$ cat config.mk
export PLATFORM = sky130hd
export DESIGN_NAME = syscall_unit
export DESIGN_NICKNAME = d
export VERILOG_FILES = /design/src/rtl/syscall_pkg.sv /design/src/rtl/syscall_itoa.sv /design/src/rtl/syscall_unit.sv
export SDC_FILE = /design/constraint.sdc
export NUM_CORES = 1
export LEC_CHECK = 0
export ABC_AREA = 0
export CORE_MARGIN = 10
export CORE_UTILIZATION = 59
export DETAILED_ROUTE_END_ITERATION = 8
export PLACE_DENSITY = 0.83
export SLEW_MARGIN = 5
export SYNTH_ARGS = -nofsm -noshare
export SYNTH_HDL_FRONTEND = slang
export SYNTH_SLANG_ARGS = --single-unit
export TNS_END_PERCENT = 10
$ cat constraint.sdc
create_clock -name clk -period 7 [get_ports clk]
set_input_delay 2.1 -clock clk [delete_from_list [all_inputs] [get_ports clk]]
set_output_delay 2.1 -clock clk [all_outputs]
set_load 0.05 [all_outputs]
$ cat src/rtl/syscall_pkg.sv
// Shared definitions for the syscall responder: service codes, FSM states,
// decimal power table and ASCII constants.
package syscall_pkg;

  localparam logic [31:0] SYS_PRINT_INT  = 32'd1;
  localparam logic [31:0] SYS_PRINT_STR  = 32'd4;
  localparam logic [31:0] SYS_EXIT       = 32'd10;
  localparam logic [31:0] SYS_PRINT_CHAR = 32'd11;
  localparam logic [31:0] SYS_PRINT_HEX  = 32'd34;

  typedef enum logic [3:0] {
    IDLE,
    CHAR_EMIT,
    INT_SIGN,
    INT_DIG,
    STR_REQ,
    STR_EMIT,
    HEX_EMIT,
    DONE,
    HALTED
  } state_t;

  // Index k holds 10^k, so the table reads 10^9 down to 10^0 left to right.
  localparam logic [9:0][31:0] POW10 = {
    32'd1000000000, 32'd100000000, 32'd10000000, 32'd1000000, 32'd100000,
    32'd10000, 32'd1000, 32'd100, 32'd10, 32'd1
  };

  localparam logic [7:0] ASCII_ZERO  = 8'h30;
  localparam logic [7:0] ASCII_MINUS = 8'h2D;
  localparam logic [7:0] ASCII_X     = 8'h78;
  localparam logic [7:0] ASCII_A     = 8'h41;

  function automatic logic [7:0] hex_ascii(input logic [3:0] nib);
    if (nib < 4'd10) return ASCII_ZERO + {4'h0, nib};
    else             return ASCII_A + {4'h0, nib} - 8'd10;
  endfunction

endpackage

$ cat src/rtl/syscall_itoa.sv
// Decimal digit extractor: converts an unsigned 32-bit magnitude into
// decimal digits, most significant first, one digit per handshake.
// Extraction starts at the highest power not exceeding the magnitude, so
// leading zeros never appear and a single-digit value is ready at once.
module syscall_itoa
  import syscall_pkg::*;
(
  input  logic        clk,
  input  logic        rst_n,
  input  logic        start,
  input  logic [31:0] mag,
  output logic        digit_valid,
  input  logic        digit_ready,
  output logic [3:0]  digit,
  output logic        last
);

  logic [31:0] rem;
  logic [3:0]  idx;
  logic [3:0]  dig;
  logic        busy;
  logic [3:0]  start_idx;
  logic [31:0] pow;
  logic        final_dig;

  // Pick the first power to walk: the largest 10^k not above the magnitude.
  always_comb begin
    start_idx = 4'd0;
    for (int k = 1; k < 10; k++)
      if (mag >= POW10[k]) start_idx = 4'(k);
  end

  assign pow         = POW10[idx];
  // At 10^0 the remainder is already the last digit.
  assign final_dig   = (idx == 4'd0) || (rem < pow);
  assign digit_valid = busy && final_dig;
  assign last        = (idx == 4'd0);
  assign digit       = (idx == 4'd0) ? rem[3:0] : dig;

  // Repeated subtraction per power; advance to the next power on handoff.
  always_ff @(posedge clk or negedge rst_n) begin
    if (!rst_n) begin
      busy <= 1'b0;
      rem  <= '0;
      idx  <= '0;
      dig  <= '0;
    end else if (start) begin
      busy <= 1'b1;
      rem  <= mag;
      idx  <= start_idx;
      dig  <= '0;
    end else if (busy) begin
      if (!final_dig) begin
        rem <= rem - pow;
        dig <= dig + 4'd1;
      end else if (digit_ready) begin
        dig <= '0;
        if (idx == 4'd0) busy <= 1'b0;
        else             idx  <= idx - 4'd1;
      end
    end
  end

endmodule

$ cat src/rtl/syscall_unit.sv
// Syscall responder beside EX/MEM: stalls the pipeline while servicing
// print-int, print-string, print-char and exit requests over a console
// valid/ready port and a byte-wide memory read port.
// Optional: define SYSCALL_HEX_EN to enable the print-hex service (code 34).
module syscall_unit
  import syscall_pkg::*;
#(
  parameter int STR_MAX = 1024
) (
  input  logic        clk,
  input  logic        rst_n,
  input  logic        syscall_valid,
  input  logic [31:0] v0,
  input  logic [31:0] a0,
  output logic        stall,
  output logic        halt,
  output logic        out_valid,
  output logic [7:0]  out_data,
  input  logic        out_ready,
  output logic        mem_req,
  output logic [31:0] mem_addr,
  input  logic [7:0]  mem_rdata,
  input  logic        mem_ack
);

  state_t             state_q, state_d;
  logic [31:0]        a0_q;
  logic [7:0]         byte_q;
  logic [31:0]        cnt_q;
  logic               accept;
  logic signed [31:0] a0_s;
  logic               a0_neg;
  logic [31:0]        mag;
  logic               itoa_start, itoa_valid, itoa_ready, itoa_last;
  logic [3:0]         itoa_digit;
  logic [4:0]         hex_sh;
  logic [3:0]         hex_nib;

  assign accept     = (state_q == IDLE) && syscall_valid;
  assign a0_s       = a0;
  assign a0_neg     = a0_s < 0;
  // Negating the most negative value wraps to 0x80000000, the right magnitude.
  assign mag        = a0_neg ? 32'(-a0_s) : a0;
  assign itoa_start = accept && (v0 == SYS_PRINT_INT);
  assign itoa_ready = (state_q == INT_DIG) && out_ready;
  // Hex positions 2..9 select nibbles 7..0 of the captured argument.
  assign hex_sh     = 5'(6'd36 - {cnt_q[3:0], 2'b00});
  assign hex_nib    = 4'(a0_q >> hex_sh);

  syscall_itoa u_itoa (
    .clk         (clk),
    .rst_n       (rst_n),
    .start       (itoa_start),
    .mag         (mag),
    .digit_valid (itoa_valid),
    .digit_ready (itoa_ready),
    .digit       (itoa_digit),
    .last        (itoa_last)
  );

  // State register.
  always_ff @(posedge clk or negedge rst_n) begin
    if (!rst_n) state_q <= IDLE;
    else        state_q <= state_d;
  end

  // Next-state and output decode.
  always_comb begin
    state_d   = state_q;
    stall     = 1'b1;
    halt      = 1'b0;
    out_valid = 1'b0;
    out_data  = 8'h00;
    mem_req   = 1'b0;
    mem_addr  = 32'h0;
    case (state_q)
      IDLE: begin
        stall = syscall_valid;
        if (syscall_valid) begin
          case (v0)
            SYS_PRINT_INT:  state_d = a0_neg ? INT_SIGN : INT_DIG;
            SYS_PRINT_STR:  state_d = (STR_MAX == 0) ? DONE : STR_REQ;
            SYS_EXIT:       state_d = HALTED;
            SYS_PRINT_CHAR: state_d = CHAR_EMIT;
`ifdef SYSCALL_HEX_EN
            SYS_PRINT_HEX:  state_d = HEX_EMIT;
`endif
            default:        state_d = DONE;
          endcase
        end
      end
      CHAR_EMIT: begin
        out_valid = 1'b1;
        out_data  = byte_q;
        if (out_ready) state_d = DONE;
      end
      INT_SIGN: begin
        out_valid = 1'b1;
        out_data  = ASCII_MINUS;
        if (out_ready) state_d = INT_DIG;
      end
      INT_DIG: begin
        // Digits go straight from the extractor to the console.
        out_valid = itoa_valid;
        out_data  = itoa_valid ? (ASCII_ZERO + {4'h0, itoa_digit}) : 8'h00;
        if (itoa_valid && out_ready && itoa_last) state_d = DONE;
      end
      STR_REQ: begin
        mem_req  = 1'b1;
        mem_addr = a0_q + cnt_q;
        if (mem_ack) state_d = (mem_rdata == 8'h00) ? DONE : STR_EMIT;
      end
      STR_EMIT: begin
        out_valid = 1'b1;
        out_data  = byte_q;
        if (out_ready) state_d = (cnt_q + 32'd1 == 32'(STR_MAX)) ? DONE : STR_REQ;
      end
      HEX_EMIT: begin
        out_valid = 1'b1;
        if (cnt_q == 32'd0)      out_data = ASCII_ZERO;
        else if (cnt_q == 32'd1) out_data = ASCII_X;
        else                     out_data = hex_ascii(hex_nib);
        if (out_ready && cnt_q == 32'd9) state_d = DONE;
      end
      DONE: begin
        // One free cycle lets the pipeline move past this SYSCALL.
        stall   = 1'b0;
        state_d = IDLE;
      end
      HALTED: halt = 1'b1;
      default: state_d = IDLE;
    endcase
  end

  // Request capture, string byte latch and position counter.
  always_ff @(posedge clk or negedge rst_n) begin
    if (!rst_n) begin
      a0_q   <= '0;
      byte_q <= '0;
      cnt_q  <= '0;
    end else if (accept) begin
      a0_q   <= a0;
      byte_q <= a0[7:0];
      cnt_q  <= '0;
    end else if (state_q == STR_REQ && mem_ack) begin
      byte_q <= mem_rdata;
    end else if ((state_q == STR_EMIT || state_q == HEX_EMIT) && out_ready) begin
      cnt_q  <= cnt_q + 32'd1;
    end
  end

endmodule
# After elaboration in Yosys (flattened, before gate mapping)
# Memory sizes are Yosys's and may differ from the RTL's.
# Cells that the tools add are included.
dict set report totals {
  ff_bits 117
  wordCells 144
  mem_bits_ro 512
  n_memories 1
  input_bits 77
  output_inout_bits 44
}
dict set report classes {
  eq_ne 26
  bitwise 1
  n_mux 56
  shifts 1
  addsub 11
  reduce_logical 27
  n_lt_le_gt_ge 13
}
# name depth width rd rd_ports_with_merged_regs wr line_no
set memory_table {}
lappend memory_table {{(name not given)} 16 32 1 0 0 syscall_itoa.sv:33} ;# assign pow = POW10[idx];
# op n
set ops {}
lappend ops {{$mux W32} 9}
lappend ops {{$mux W4} 25}
lappend ops {{$eq A32 B4 Y1 const B} 3}
lappend ops {{$eq A32 B1 Y1 const B} 2}
lappend ops {{$mux W8} 5}
lappend ops {{$add A32 B1 Y32 const B} 1}
lappend ops {{$add A32 B32 Y32} 1}
lappend ops {{$eq A32 B11 Y1 const B} 1}
lappend ops {{$eq A32 B3 Y1 const B} 1}
lappend ops {{$ge A32 B10 Y1 const B} 1}
lappend ops {{$ge A32 B14 Y1 const B} 1}
lappend ops {{$ge A32 B17 Y1 const B} 1}
lappend ops {{$ge A32 B20 Y1 const B} 1}
lappend ops {{$ge A32 B24 Y1 const B} 1}
lappend ops {{$ge A32 B27 Y1 const B} 1}
lappend ops {{$ge A32 B30 Y1 const B} 1}
lappend ops {{$ge A32 B4 Y1 const B} 1}
lappend ops {{$ge A32 B7 Y1 const B} 1}
lappend ops {{$logic_not A32 Y1} 1}
lappend ops {{$lt A32 B1 Y1 const B} 1}
lappend ops {{$lt A32 B32 Y1} 1}
lappend ops {{$neg A32 Y32} 1}
lappend ops {{$pmux W4 S8} 1}
lappend ops {{$pmux W8 S4} 1}
lappend ops {{33 further kinds} 72}

# Logic depth before layout (Yosys ltp)
# Gate-level depths: netlist (run 1).
dict set report logic_depth {
  word_depth 13
  ltp_mapped 19
  ltp_nobuf 17
}

# By module
# A second synthesis (run 1) with hierarchy kept.
dict set report unflattened {
  hier_cells 1552
  hier_area_um2 11712.5
}
# mod seq_area_each_um2 area_per_inst_um2 cells_each instances
set modules_own_cells {}
lappend modules_own_cells {syscall_unit 1901.8 7114.3 930 1}
lappend modules_own_cells {syscall_itoa 1026.0 4598.2 622 1}

# Worst setup path after synthesis (run 1)
# No wires, ideal clock.
dict set report synth_timing {
  path_kind {register to output}
  start {register u_itoa.idx[0]}
  end {output port out_data[1]}
  setup_slack_ps 924
  path_stages_with_launch 15
  required_time_ps 4900
  arrival_time_ps 3976
  n_path_buf 0
  cell_sequence {dfrtp_1 > inv_1 > ha_1 > ha_1 > a21oi_1 > ha_1 > a21o_1 > a221o_1 > a21oi_1 > o21ai_0 > nor2_1 > o21ai_0 > nand3_1 > nand3_1 > o21ai_0}
}
dict set report synth_via {
  elab_chain_len 7
  elab_cells_between_ends 10
  classes_between {add/sub (1); order compare (1); mux (4); reduce/logical (3); memory (1)}
}
# item line_no
set synth_rtl {}
lappend synth_rtl {{from (decl)} syscall_itoa.sv:19} ;# logic [3:0] idx;
lappend synth_rtl {{from (signal assigned)} syscall_itoa.sv:50} ;# idx <= start_idx;
lappend synth_rtl {{from (signal assigned)} syscall_itoa.sv:59} ;# else idx <= idx - 4'd1;
lappend synth_rtl {{$mem_v2 Z16 W32} -}
lappend synth_rtl {{$mux W32 (not written as such)} syscall_itoa.sv:33}
lappend synth_rtl {{$lt A32 B32 Y1} syscall_itoa.sv:35} ;# assign final_dig = (idx == 4'd0) || (rem < pow);
lappend synth_rtl {{$logic_or A1 B1 Y1} syscall_itoa.sv:35}
lappend synth_rtl {{$logic_and A1 B1 Y1} syscall_itoa.sv:36} ;# assign digit_valid = busy && final_dig;
lappend synth_rtl {{$mux W7 (*)} syscall_unit.sv:105} ;# out_data = itoa_valid ? (ASCII_ZERO + {4'h0, itoa_digit}) : 8'h00;
lappend synth_rtl {{$pmux W8 S4 (*)} syscall_unit.sv:76} ;# case (state_q)
lappend synth_rtl {{to (decl)} syscall_unit.sv:18} ;# output logic [7:0] out_data,
# Mark *: on every way between the ends. The rest lies on a longest branch, timed or not. The select of a mux whose other input is x is not followed.

# Worst setup path in the final report (run 1)
dict set report layout_timing {
  start {register u_itoa.idx[0]}
  end {output port out_data[5]}
}
# Same word-level chain as after synthesis.

==> impl_metrics.sql, run 1 <==
INSERT INTO impl_metrics (metric_group, metric, value, unit) VALUES
('floorplan', 'floorplan.die.height', '159', 'um'),
('worst_setup_path', 'cp.required', '4900', 'ps'),
('drt', 'antenna_violating_nets_post_route', '0', ''),
('place', 'placed_cells_incl_taps', '1845', ''),
('drt', 'drt_first_iter_violations', '1195', ''),
('synth', 'synth_cell_type_count', '79', ''),
('synth', 'ys_seq_area_share', '25.7', '%'),
('timing', 'tns', '0', 'ps'),
('worst_setup_path', 'path_class', 'register to output pin', ''),
('drt', 'via_per_inst', '6.38', ''),
('worst_setup_path', 'timing.rr.start', 'u_itoa.idx[0]', ''),
('worst_hold_path', 'hold_path.class', 'register to register', ''),
('place', 'pre_cts_slack', '366', 'ps'),
('synth', 'postSynthCellCount', '1526', ''),
('floorplan', 'floorplan.die_area', '25300', 'sq um'),
('worst_hold_path', 'min-delay-start', 'byte_q[7]', ''),
('timing', 'worst_pin_slew', '965', 'ps'),
('synth', 'largest_family_of_logic_cells_by_synthesized_area', 'simple AND/OR/NAND/NOR gates', ''),
('drt', 'drc_errors', '0', ''),
('synth', 'synthFlopType', 'sky130_fd_sc_hd__dfrtp_1', ''),
('floorplan', 'placementRows', '50', ''),
('synth', 'netlist.top_cell.by_area', 'sky130_fd_sc_hd__dfrtp_1', ''),
('cts', 'cts_hold_buf', '0', ''),
('global_routing', 'globalRouteTotalUtil', '27.9', '%'),
('drt', 'routed_wirelength', '36700', 'um'),
('synth', 'synth-adder-area-share', '8.81', '%'),
('worst_hold_path', 'hold_path_depth', '2', ''),
('timing', 'fmax', '147', 'MHz'),
('global_routing', 'grt_first_pass_wirelength', '58900', 'um'),
('power', 'p_sw_share', '42.5', '%'),
('timing', 'finalSetupViolations', '0', ''),
('power', 'seqPwrFrac', '29.3', '%'),
('place', 'gp_congestion', '0.959', ''),
('cts', 'cts_setup_buffers', '0', ''),
('timing', 'setup_ws', '196', 'ps'),
('timing', 'drv_slew', '0', ''),
('drt', 'drt_pre_antenna_iters', '5', ''),
('synth', 'synth-compound-area-share', '24.6', '%'),
('floorplan', 'io-pin-count', '121', ''),
('power', 'cellPowerDensity', '250', 'nW/um^2'),
('run_status', 'run_status', 'complete, no violations', ''),
('synth', 'synth-simple-area-share', '25.8', '%'),
('global_routing', 'globalRouteOverflowTotal', '0', ''),
('global_routing', 'antenna_found_initial', '0', ''),
('floorplan', 'core_area', '18800', 'sq um'),
('final_layout', 'design.final.nets', '1760', ''),
('drt', 'detailroute.via_count', '12000', ''),
('floorplan', 'initial_utilization', '60.5', '%'),
('synth', 'synth.net_count', '1682', ''),
('timing', 'slew_headroom', '35.7', '%'),
('power', 'final_total_power', '3.35', 'mW'),
('synth', 'synth_xor_area_share', '7.53', '%'),
('final_layout', 'layout.cell_area.non_filler', '13400', 'sq um'),
('global_routing', 'grt_pass1_vias', '11100', ''),
('flow_run', 'timing.max_cap.violations', '0', ''),
('timing', 'hold_violation_count_in_the_final_report', '0', ''),
('timing', 'ratio_of_final_minimum_period_to_clock_period', '97.2', '%'),
('synth', 'synth.mux.area_fraction', '3.15', '%'),
('synth', 'synth-edff-count', '0', ''),
('timing', 'fin_worst_hold_slack', '481', 'ps'),
('final_layout', 'layout.cells.non_filler', '1877', ''),
('power', 'p_int', '1.92', 'mW'),
('worst_hold_path', 'timing.hold.worst_endpoint', 'byte_q[7]', ''),
('drt', 'wl_per_cell', '19.6', 'um'),
('worst_setup_path', 'setup.reg_to_reg.worst_slack', '1860', 'ps'),
('cts', 'cts_tree', 'built', ''),
('timing', 'final.setup_skew', '6.71', 'ps'),
('cts', 'cts_buffer_depth', '2', ''),
('worst_setup_path', 'worst-r2r-cell-count', '19', ''),
('power', 'peak_vdd_ir', '0.184', 'mV'),
('worst_setup_path', 'critical_path.max_fanout', '8', '');
==> final cells by class <==
cell class	instances	area [sq um]
tap	260	325
timing repair buffer	139	1330
fill	1550	5460
clock buffer	19	443
sequential	117	2930
multi-input combinational	1285	8010
clock inverter	13	171
inverter	44	165
==> worst max-delay path, stage by stage (launching register included) <==
cell and delay, ps:
sky130_fd_sc_hd__dfrtp_2 440, sky130_fd_sc_hd__inv_1 130, sky130_fd_sc_hd__ha_1 280, sky130_fd_sc_hd__ha_1 190, sky130_fd_sc_hd__nor2b_1 130, sky130_fd_sc_hd__ha_1 230, sky130_fd_sc_hd__fa_1 390, sky130_fd_sc_hd__nor2b_1 150
sky130_fd_sc_hd__o21ai_0 150, sky130_fd_sc_hd__a21oi_2 250, sky130_fd_sc_hd__o2111ai_2 190, sky130_fd_sc_hd__a21oi_2 250, sky130_fd_sc_hd__nor2_1 130, sky130_fd_sc_hd__o21ai_1 220, sky130_fd_sc_hd__buf_4 180, sky130_fd_sc_hd__nand3_1 190
sky130_fd_sc_hd__nand3_4 200, sky130_fd_sc_hd__a21boi_1 230, sky130_fd_sc_hd__o21ai_0 110, sky130_fd_sc_hd__buf_4 220
==> layout by cell type, fill, tap and decap left out, types with 39 or more instances in the layout <==
cell                              count
sky130_fd_sc_hd__a21oi_1            117
sky130_fd_sc_hd__clkdlybuf4s50_1    111
sky130_fd_sc_hd__dfrtp_1            115
sky130_fd_sc_hd__ha_1                77
sky130_fd_sc_hd__inv_1               43
sky130_fd_sc_hd__nand2_1            256
sky130_fd_sc_hd__nand3_1             39
sky130_fd_sc_hd__nor2_1             139
sky130_fd_sc_hd__nor3_1              52
sky130_fd_sc_hd__o21ai_0            121
sky130_fd_sc_hd__xnor2_1             59
sky130_fd_sc_hd__xor2_1              39
==> what timing repair did <==
item / in CTS / in global routing
resized for setup: 2 / 9
pin swaps: 0 / 1
endpoints found under the setup margin: 2 / 8
hold endpoints to repair: 0 / 0
==> Yosys cell counts (all sizes together), types with 4 or more instances <==
| cell | count |
|---|---|
| and2 | 15 |
| buf | 10 |
| o21bai | 11 |
| a21o | 35 |
| dfrtp | 117 |
| a211oi | 17 |
| a21oi | 119 |
| clkbuf | 70 |
| a22oi | 11 |
| o31ai | 23 |
| o211ai | 6 |
| inv | 43 |
| nor2 | 139 |
| nor4 | 27 |
| a31oi | 31 |
| o21a | 12 |
| xor2 | 39 |
| mux2 | 7 |
| nor3 | 52 |
| nand2b | 11 |
| o41ai | 8 |
| o22a | 4 |
| or2 | 10 |
| nor2b | 15 |
| nand4 | 18 |
| a2111oi | 5 |
| and3 | 20 |
| ha | 77 |
| mux4 | 8 |
| nand2 | 256 |
| o21ai | 123 |
| or3 | 11 |
| nand3 | 40 |
| a21boi | 6 |
| mux2i | 10 |
| nor3b | 4 |
| xnor2 | 59 |
==> power by group through the flow <==
| stage | logic (mW) | registers [mW] | clock network [mW] |
|---|---|---|---|
| 2_1_floorplan | 1.03 | 0.898 | 0 |
| 3_3_place_gp | 1.37 | 0.981 | 0 |
| 3_5_place_dp | 1.40 | 0.984 | 0 |
| 4_1_cts | 1.42 | 0.973 | 0.937 |
| 5_1_grt | 1.57 | 0.988 | 0.971 |
| 6_report | 1.43 | 0.979 | 0.933 |
==> routing by layer <==
| metal | GRT usage [%] | up-vias | wire length (um) |
|---|---|---|---|
| li1 | - | 5675 | - |
| met1 | 38.7 | 5610 | 16400 |
| met2 | 43.4 | 629 | 16400 |
| met3 | 4.67 | 64 | 2900 |
| met4 | 8.89 | 0 | 975 |
| met5 | 0 | - | 0 |
==> kinds of logic after synthesis <==
group / count (synthesis)
and+or+nand+nor: 635
AOI/OAI and AO/OA: 448
buffers and inverters: 124
DFF: 117
xor gates and xnor gates: 98
adders and majority gates: 79
muxes: 25
==> state kept, by name (all words and copies together), names as in the netlist <==
| name | count |
|---|---|
| byte_q | 8 |
| u_itoa.dig | 4 |
| state_q | 4 |
| cnt_q | 32 |
| u_itoa.busy | 1 |
| u_itoa.rem | 32 |
| a0_q | 32 |
| u_itoa.idx | 4 |
==> how the worst max path moves through the flow <==
| stage | from | slack (ps) | cells after the start | to |
|---|---|---|---|---|
| after floorplan | u_itoa.idx[0] | 920 | 14 | out_data[1] |
| after global placement | a0[0] | 600 | 13 | u_itoa.idx[1] |
| after detailed placement | u_itoa.idx[0] | 370 | 19 | out_data[5] |
| after CTS | u_itoa.idx[0] | 40 | 19 | out_data[5] |
| after global routing | u_itoa.idx[0] | -20 | 19 | out_data[5] |
| final | u_itoa.idx[0] | 200 | 19 | out_data[5] |
(Power assumes the default switching activity.)
==> run 2: changes to the inputs <==
Settings changed: CORE_ASPECT_RATIO set to 0.9, CTS_CLUSTER_DIAMETER set to 150.
==> impl_metrics.sql, run 2 (same netlist as run 1, synthesis figures left out) <==
INSERT INTO impl_metrics (metric_group, metric, value, unit) VALUES
('cts', 'cts.sink_count', '117', ''),
('drt', 'via_per_inst', '6.43', ''),
('floorplan', 'die-width', '166', 'um'),
('worst_setup_path', 'rr_endpoint', 'u_itoa.rem[30]', ''),
('floorplan', 'floorplan.die_area', '25300', 'sq um'),
('timing', 'grt_setup_unrepaired', 'false', ''),
('timing', 'drv_slew', '0', ''),
('timing', 'slew_headroom', '32.1', '%'),
('drt', 'detailroute.via_count', '12000', ''),
('worst_setup_path', 'critPathLaunch', 'a0_q[0]', ''),
('final_layout', 'area.growth.synth_to_final', '17.1', '%'),
('worst_setup_path', 'critical_path.max_fanout', '4', ''),
('worst_setup_path', 'cp.required', '4900', 'ps'),
('timing', 'worst_pin_slew', '1020', 'ps'),
('global_routing', 'grt_first_pass_wirelength', '57500', 'um'),
('cts', 'tritoncts.num_buffers', '17', ''),
('power', 'leakage', '5.75', 'nW'),
('timing', 'finalSetupViolations', '0', ''),
('floorplan', 'placementRows', '48', ''),
('worst_setup_path', 'path_class', 'register to output pin', ''),
('drt', 'drt_first_iter_violations', '1475', ''),
('global_routing', 'grt_pass1_vias', '10900', ''),
('place', 'placed_cell_area', '12700', 'sq um'),
('worst_setup_path', 'end_kind', 'output pin', ''),
('place', 'gp_congestion', '0.940', ''),
('final_layout', 'layout.cell_area.non_filler', '13300', 'sq um'),
('timing', 'tns', '0', 'ps'),
('worst_setup_path', 'worst_setup_path_start_kind', 'register', ''),
('drt', 'drc_errors', '0', ''),
('cts', 'cts_setup_buffers', '0', ''),
('timing', 'final.setup_skew', '10.0', 'ps'),
('worst_hold_path', 'hold_path.class', 'register to register', ''),
('cts', 'clk_root_buffer_cell', 'sky130_fd_sc_hd__clkbuf_16', ''),
('floorplan', 'initial_utilization', '59.7', '%'),
('worst_setup_path', 'timing.rr.start', 'u_itoa.idx[0]', ''),
('floorplan', 'io-pin-count', '121', ''),
('worst_setup_path', 'setup.reg_to_reg.worst_slack', '1970', 'ps'),
('cts', 'cts.htree.levels', '4', ''),
('cts', 'cts_resized', '0', ''),
('global_routing', 'antenna_found_initial', '0', ''),
('global_routing', 'maximum_number_of_pins_on_one_net_before_global_route_repair', '75', ''),
('global_routing', 'globalRouteTotalUtil', '27.0', '%'),
('worst_setup_path', 'worst-r2r-cell-count', '19', ''),
('timing', 'fmax', '149', 'MHz'),
('floorplan', 'core_area', '19100', 'sq um'),
('run_status', 'run_status', 'complete, no violations', ''),
('drt', 'antenna_violating_nets_post_route', '0', ''),
('final_layout', 'num-fill-cells', '1592', ''),
('drt', 'drt_pre_antenna_iters', '6', ''),
('cts', 'cts_hold_buf', '0', ''),
('final_layout', 'reg_top3', 'a0_q: 32 flops, cnt_q: 32 flops, u_itoa.rem: 32 flops', ''),
('power', 'cellPowerDensity', '248', 'nW/um^2'),
('final_layout', 'final_core_utilization', '69.9', '%'),
('power', 'peak_vdd_ir', '0.148', 'mV'),
('cts', 'cts_tree', 'built', ''),
('drt', 'routed_wirelength', '36200', 'um'),
('timing', 'ratio_of_final_minimum_period_to_clock_period', '95.9', '%'),
('final_layout', 'mostFrequentLayoutCells', 'sky130_fd_sc_hd__nand2_1, sky130_fd_sc_hd__nor2_1, sky130_fd_sc_hd__o21ai_0', ''),
('timing', 'hold_violation_count_in_the_final_report', '0', ''),
('global_routing', 'globalRouteOverflowTotal', '0', ''),
('cts', 'insertion_delay', '430', 'ps'),
('timing', 'post-route-min-period', '6710', 'ps'),
('cts', 'clock_pin_slew_reported_for_the_worst_setup_and_hold_paths_after_clock_tree_synthesis', '60', 'ps'),
('final_layout', 'num_antenna_cells', '0', ''),
('floorplan', 'floorplan.die.height', '152', 'um'),
('worst_setup_path', 'critical_path_destination', 'mem_addr[30]', ''),
('worst_setup_path', 'cp.arrival', '4610', 'ps'),
('power', 'final_total_power', '3.31', 'mW'),
('final_layout', 'design.final.nets', '1761', ''),
('final_layout', 'fraction_of_final_layout_cells_with_drive_strength_greater_than_1', '6.37', '%'),
('flow_run', 'timing.max_cap.violations', '0', ''),
('final_layout', 'final_common_cell', 'sky130_fd_sc_hd__nand2_1', ''),
('place', 'port-buffer-count', '120', ''),
('drt', 'wl_per_cell', '19.4', 'um'),
('place', 'place.detailed.hpwl', '27100', 'um'),
('cts', 'cts_buffer_depth', '2', '');
==> run 2: final cells by class <==
type | instances | area [sq um] | area share [%]
timing repair buffer | 140 | 1330 | 9.98
inverter | 44 | 165 | 1.24
sequential | 117 | 2930 | 22.0
clock inverter | 13 | 158 | 1.18
tap | 250 | 313 | 2.34
clock buffer | 19 | 443 | 3.32
multi-input combinational | 1285 | 8000 | 60.0
==> run 2: power by group <==
part           internal, mW  switching [mW]  leakage (nW)
clock                 0.567           0.337         0.285
combinational         0.540           0.891          4.00
sequential            0.807           0.171          1.46
==> run 2: layer usage <==
layer  up-vias  global-route usage [%]  share of wire, %
met2       689                    39.9                43
met1      5574                    38.4                44
met5         -                       0                 0
li1       5671                       -                 -
met3        83                    6.19                10
met4         0                    8.07               2.6
==> run 2: worst min path at each step <==
stage / endpoint / start / cells past startpoint / slack [ps]
6_report: byte_q[1] / byte_q[1] / 2 / 480
5_1_grt: byte_q[5] / byte_q[5] / 2 / 510
4_1_cts: byte_q[1] / byte_q[1] / 2 / 490
3_5_place_dp: byte_q[6] / byte_q[6] / 2 / 480
3_3_place_gp: byte_q[7] / byte_q[7] / 2 / 450
2_1_floorplan: byte_q[7] / byte_q[7] / 2 / 440
==> run 2: stage by stage <==
| stage | worst slack, ps | hold WS, ps | std cells |
|---|---|---|---|
| global route | 36.9 | 511 | 1868 |
| floorplan | 924 | 441 | 1526 |
| finish | 285 | 485 | 1868 |
| CTS | 28.5 | 490 | 1868 |
| detailed placement | 459 | 477 | 1836 |
| global placement | 587 | 455 | 1836 |
==> run 2: worst max-delay path, cell delays in order (launching register included) <==
cell and delay [ps]:
sky130_fd_sc_hd__dfrtp_1 390, sky130_fd_sc_hd__ha_1 230, sky130_fd_sc_hd__fa_1 410, sky130_fd_sc_hd__a21o_1 200
sky130_fd_sc_hd__a21o_1 200, sky130_fd_sc_hd__a211oi_1 400, sky130_fd_sc_hd__o21a_1 300, sky130_fd_sc_hd__o32a_1 240
sky130_fd_sc_hd__a211oi_1 150, sky130_fd_sc_hd__a211o_1 290, sky130_fd_sc_hd__a21o_1 200, sky130_fd_sc_hd__a31oi_1 200
sky130_fd_sc_hd__xor2_1 90, sky130_fd_sc_hd__nor2_1 90, sky130_fd_sc_hd__clkdlybuf4s50_1 820
==> run 3: changes to the inputs <==
Settings changed: CORE_MARGIN 10 to 2.
==> impl_metrics.sql, run 3 (same netlist as run 1, synthesis figures left out) <==
INSERT INTO impl_metrics (metric_group, metric, value, unit) VALUES
('run_status', 'run_status', 'complete, no violations', ''),
('timing', 'slew_headroom', '32.8', '%'),
('power', 'peak_vdd_ir', '0.194', 'mV'),
('power', 'netSwitchingPower', '1.42', 'mW'),
('power', 'comb_power_share', '42.0', '%'),
('timing', 'fmax', '149', 'MHz'),
('timing', 'ratio_of_final_minimum_period_to_clock_period', '95.6', '%'),
('power', 'cellPowerDensity', '255', 'nW/um^2'),
('floorplan', 'floorplan.die.height', '136', 'um'),
('power', 'final_total_power', '3.42', 'mW'),
('floorplan', 'initial_utilization', '59.8', '%'),
('floorplan', 'placementRows', '48', ''),
('timing', 'worst_pin_slew', '1010', 'ps'),
('final_layout', 'fraction_of_final_layout_cells_with_drive_strength_greater_than_1', '6.73', '%'),
('power', 'p_sw_share', '41.6', '%'),
('worst_setup_path', 'critical_path.max_fanout', '8', ''),
('global_routing', 'grt_pass1_vias', '11000', ''),
('timing', 'finalSetupViolations', '0', ''),
('place', 'place.detailed.hpwl', '26900', 'um'),
('cts', 'cts_setup_buffers', '0', ''),
('cts', 'clk_root_buffer_cell', 'sky130_fd_sc_hd__clkbuf_16', ''),
('cts', 'cts_buffer_depth', '2', ''),
('worst_setup_path', 'cp.required', '4900', 'ps'),
('worst_setup_path', 'end_kind', 'output pin', ''),
('drt', 'drt_pre_antenna_iters', '6', ''),
('final_layout', 'final_common_cell', 'sky130_fd_sc_hd__nand2_1', ''),
('drt', 'detailroute.via_count', '12000', ''),
('cts', 'tritoncts.num_buffers', '17', ''),
('worst_setup_path', 'cp.arrival', '4590', 'ps'),
('place', 'gp_congestion', '0.961', ''),
('floorplan', 'core_area', '19000', 'sq um'),
('global_routing', 'maximum_number_of_pins_on_one_net_before_global_route_repair', '74', ''),
('global_routing', 'antenna_found_initial', '0', ''),
('drt', 'drt_first_iter_violations', '1214', ''),
('final_layout', 'multiInputGateArea', '8000', 'sq um'),
('final_layout', 'num-fill-cells', '1565', ''),
('power', 'leakage', '5.80', 'nW'),
('timing', 'hold_violation_count_in_the_final_report', '0', ''),
('worst_setup_path', 'worst_setup_path_start_kind', 'register', ''),
('cts', 'cts_tree', 'built', ''),
('final_layout', 'reg_top3', 'a0_q: 32 flops, cnt_q: 32 flops, u_itoa.rem: 32 flops', ''),
('cts', 'cts.sink_count', '117', ''),
('final_layout', 'seqCellArea', '2930', 'sq um'),
('drt', 'drc_errors', '0', ''),
('cts', 'cts.htree.levels', '4', ''),
('final_layout', 'mostFrequentLayoutCells', 'sky130_fd_sc_hd__nand2_1, sky130_fd_sc_hd__nor2_1, sky130_fd_sc_hd__o21ai_0', ''),
('timing', 'grt_setup_unrepaired', 'false', ''),
('place', 'port-buffer-count', '120', ''),
('cts', 'insertion_delay', '440', 'ps'),
('final_layout', 'area.growth.synth_to_final', '17.9', '%'),
('floorplan', 'floorplan.die_area', '20400', 'sq um'),
('floorplan', 'io-pin-count', '121', ''),
('global_routing', 'grt_first_pass_wirelength', '56300', 'um'),
('drt', 'via_per_inst', '6.44', ''),
('timing', 'fin_worst_hold_slack', '474', 'ps'),
('cts', 'clock_pin_slew_reported_for_the_worst_setup_and_hold_paths_after_clock_tree_synthesis', '60', 'ps'),
('worst_hold_path', 'hold_path.class', 'register to register', ''),
('flow_run', 'timing.max_cap.violations', '0', ''),
('worst_setup_path', 'path_class', 'register to output pin', ''),
('drt', 'routed_wirelength', '35800', 'um'),
('timing', 'post-route-min-period', '6690', 'ps'),
('power', 'clkPwrFrac', '29.4', '%'),
('global_routing', 'globalRouteTotalUtil', '34.9', '%'),
('final_layout', 'design.final.nets', '1763', ''),
('floorplan', 'die-width', '150', 'um'),
('drt', 'antenna_violating_nets_post_route', '0', ''),
('drt', 'wl_per_cell', '19.1', 'um'),
('global_routing', 'globalRouteOverflowTotal', '0', ''),
('timing', 'final.setup_skew', '10.7', 'ps'),
('power', 'p_int', '2.00', 'mW'),
('power', 'seqPwrFrac', '28.6', '%'),
('timing', 'tns', '0', 'ps'),
('worst_setup_path', 'setup.reg_to_reg.worst_slack', '2230', 'ps'),
('timing', 'drv_slew', '0', '');
run 3: changes by cell type in the layout (fill, tap and decap cells not counted), sizes merged, moves of 2 or more:
| cell | previous run | this run |
|---|---|---|
| buf | 28 | 30 |
| bufinv | 3 | 5 |
| clkinv | 7 | 4 |
| inv | 43 | 46 |
run 3: area by class of cell:
class | instances | share of cell area, %
multi-input combinational | 1285 | 59.6
sequential | 117 | 21.8
timing repair buffer | 142 | 10.0
clock buffer | 18 | 3.27
tap | 250 | 2.33
clock inverter | 14 | 1.66
inverter | 44 | 1.26
antenna | 1 | 0.0186
run 3: power groups by stage:
stage / Sequential (mW) / Clock (mW) / Combinational, mW
6_report: 0.979 / 1.00 / 1.44
5_1_grt: 0.986 / 1.03 / 1.56
4_1_cts: 0.973 / 1.01 / 1.42
3_5_place_dp: 0.984 / 0 / 1.40
3_3_place_gp: 0.981 / 0 / 1.37
2_1_floorplan: 0.898 / 0 / 1.03
run 3: final timing paths:
| path | startpoint | end | cells past startpoint |
|---|---|---|---|
| min in group asynchronous | rst_n | u_itoa.rem[8] | 1 |
| hold / removal | byte_q[7] | byte_q[7] | 2 |
| setup reg to reg | u_itoa.idx[0] | u_itoa.rem[30] | 19 |
| setup / recovery | u_itoa.idx[0] | out_data[5] | 19 |
| max in group asynchronous | rst_n | cnt_q[27] | 2 |
| hold reg to reg | byte_q[7] | byte_q[7] | 2 |
run 3: through the flow:
step | util (%) | instance area [sq um] | cells | setup slack, ps
final | 70.5 | 13400 | 1871 | 310
after global routing | 70.5 | 13400 | 1870 | 37.1
after CTS | 70.3 | 13400 | 1870 | 26.0
after detailed placement | 66.8 | 12700 | 1838 | 398
after global placement | 66.8 | 12700 | 1838 | 565
after floorplan | - | 11400 | 1526 | 924
run 3: per-layer routing:
layer  up-vias  part of all wire [%]  global-route usage, %
li1       5687                     -                      -
met5         -                     0                      0
met1      5698                    44                   49.4
met4         0                   3.0                   12.6
met2       588                    44                   53.5
met3        75                   9.0                   6.17
run 3: timing repair:
item	4_1_cts	5_1_grt
pin swaps	0	3
gates resized for setup	1	10
hold buffers	0	0
endpoints found under the setup margin	1	8
run 3: worst max-delay path, cell delays in order, from the launching register on:
cell and delay (ps):
sky130_fd_sc_hd__dfrtp_2 440, sky130_fd_sc_hd__inv_1 140, sky130_fd_sc_hd__ha_1 270, sky130_fd_sc_hd__ha_1 210, sky130_fd_sc_hd__nor2b_1 140, sky130_fd_sc_hd__ha_1 230
sky130_fd_sc_hd__fa_1 380, sky130_fd_sc_hd__nor2b_1 170, sky130_fd_sc_hd__o21ai_0 140, sky130_fd_sc_hd__a21oi_2 230, sky130_fd_sc_hd__o2111ai_2 200, sky130_fd_sc_hd__a21oi_2 250
sky130_fd_sc_hd__nor2_1 120, sky130_fd_sc_hd__o21ai_0 200, sky130_fd_sc_hd__buf_4 180, sky130_fd_sc_hd__nand3_1 180, sky130_fd_sc_hd__nand3_2 170, sky130_fd_sc_hd__a21boi_2 190
sky130_fd_sc_hd__o21ai_0 100, sky130_fd_sc_hd__buf_4 210
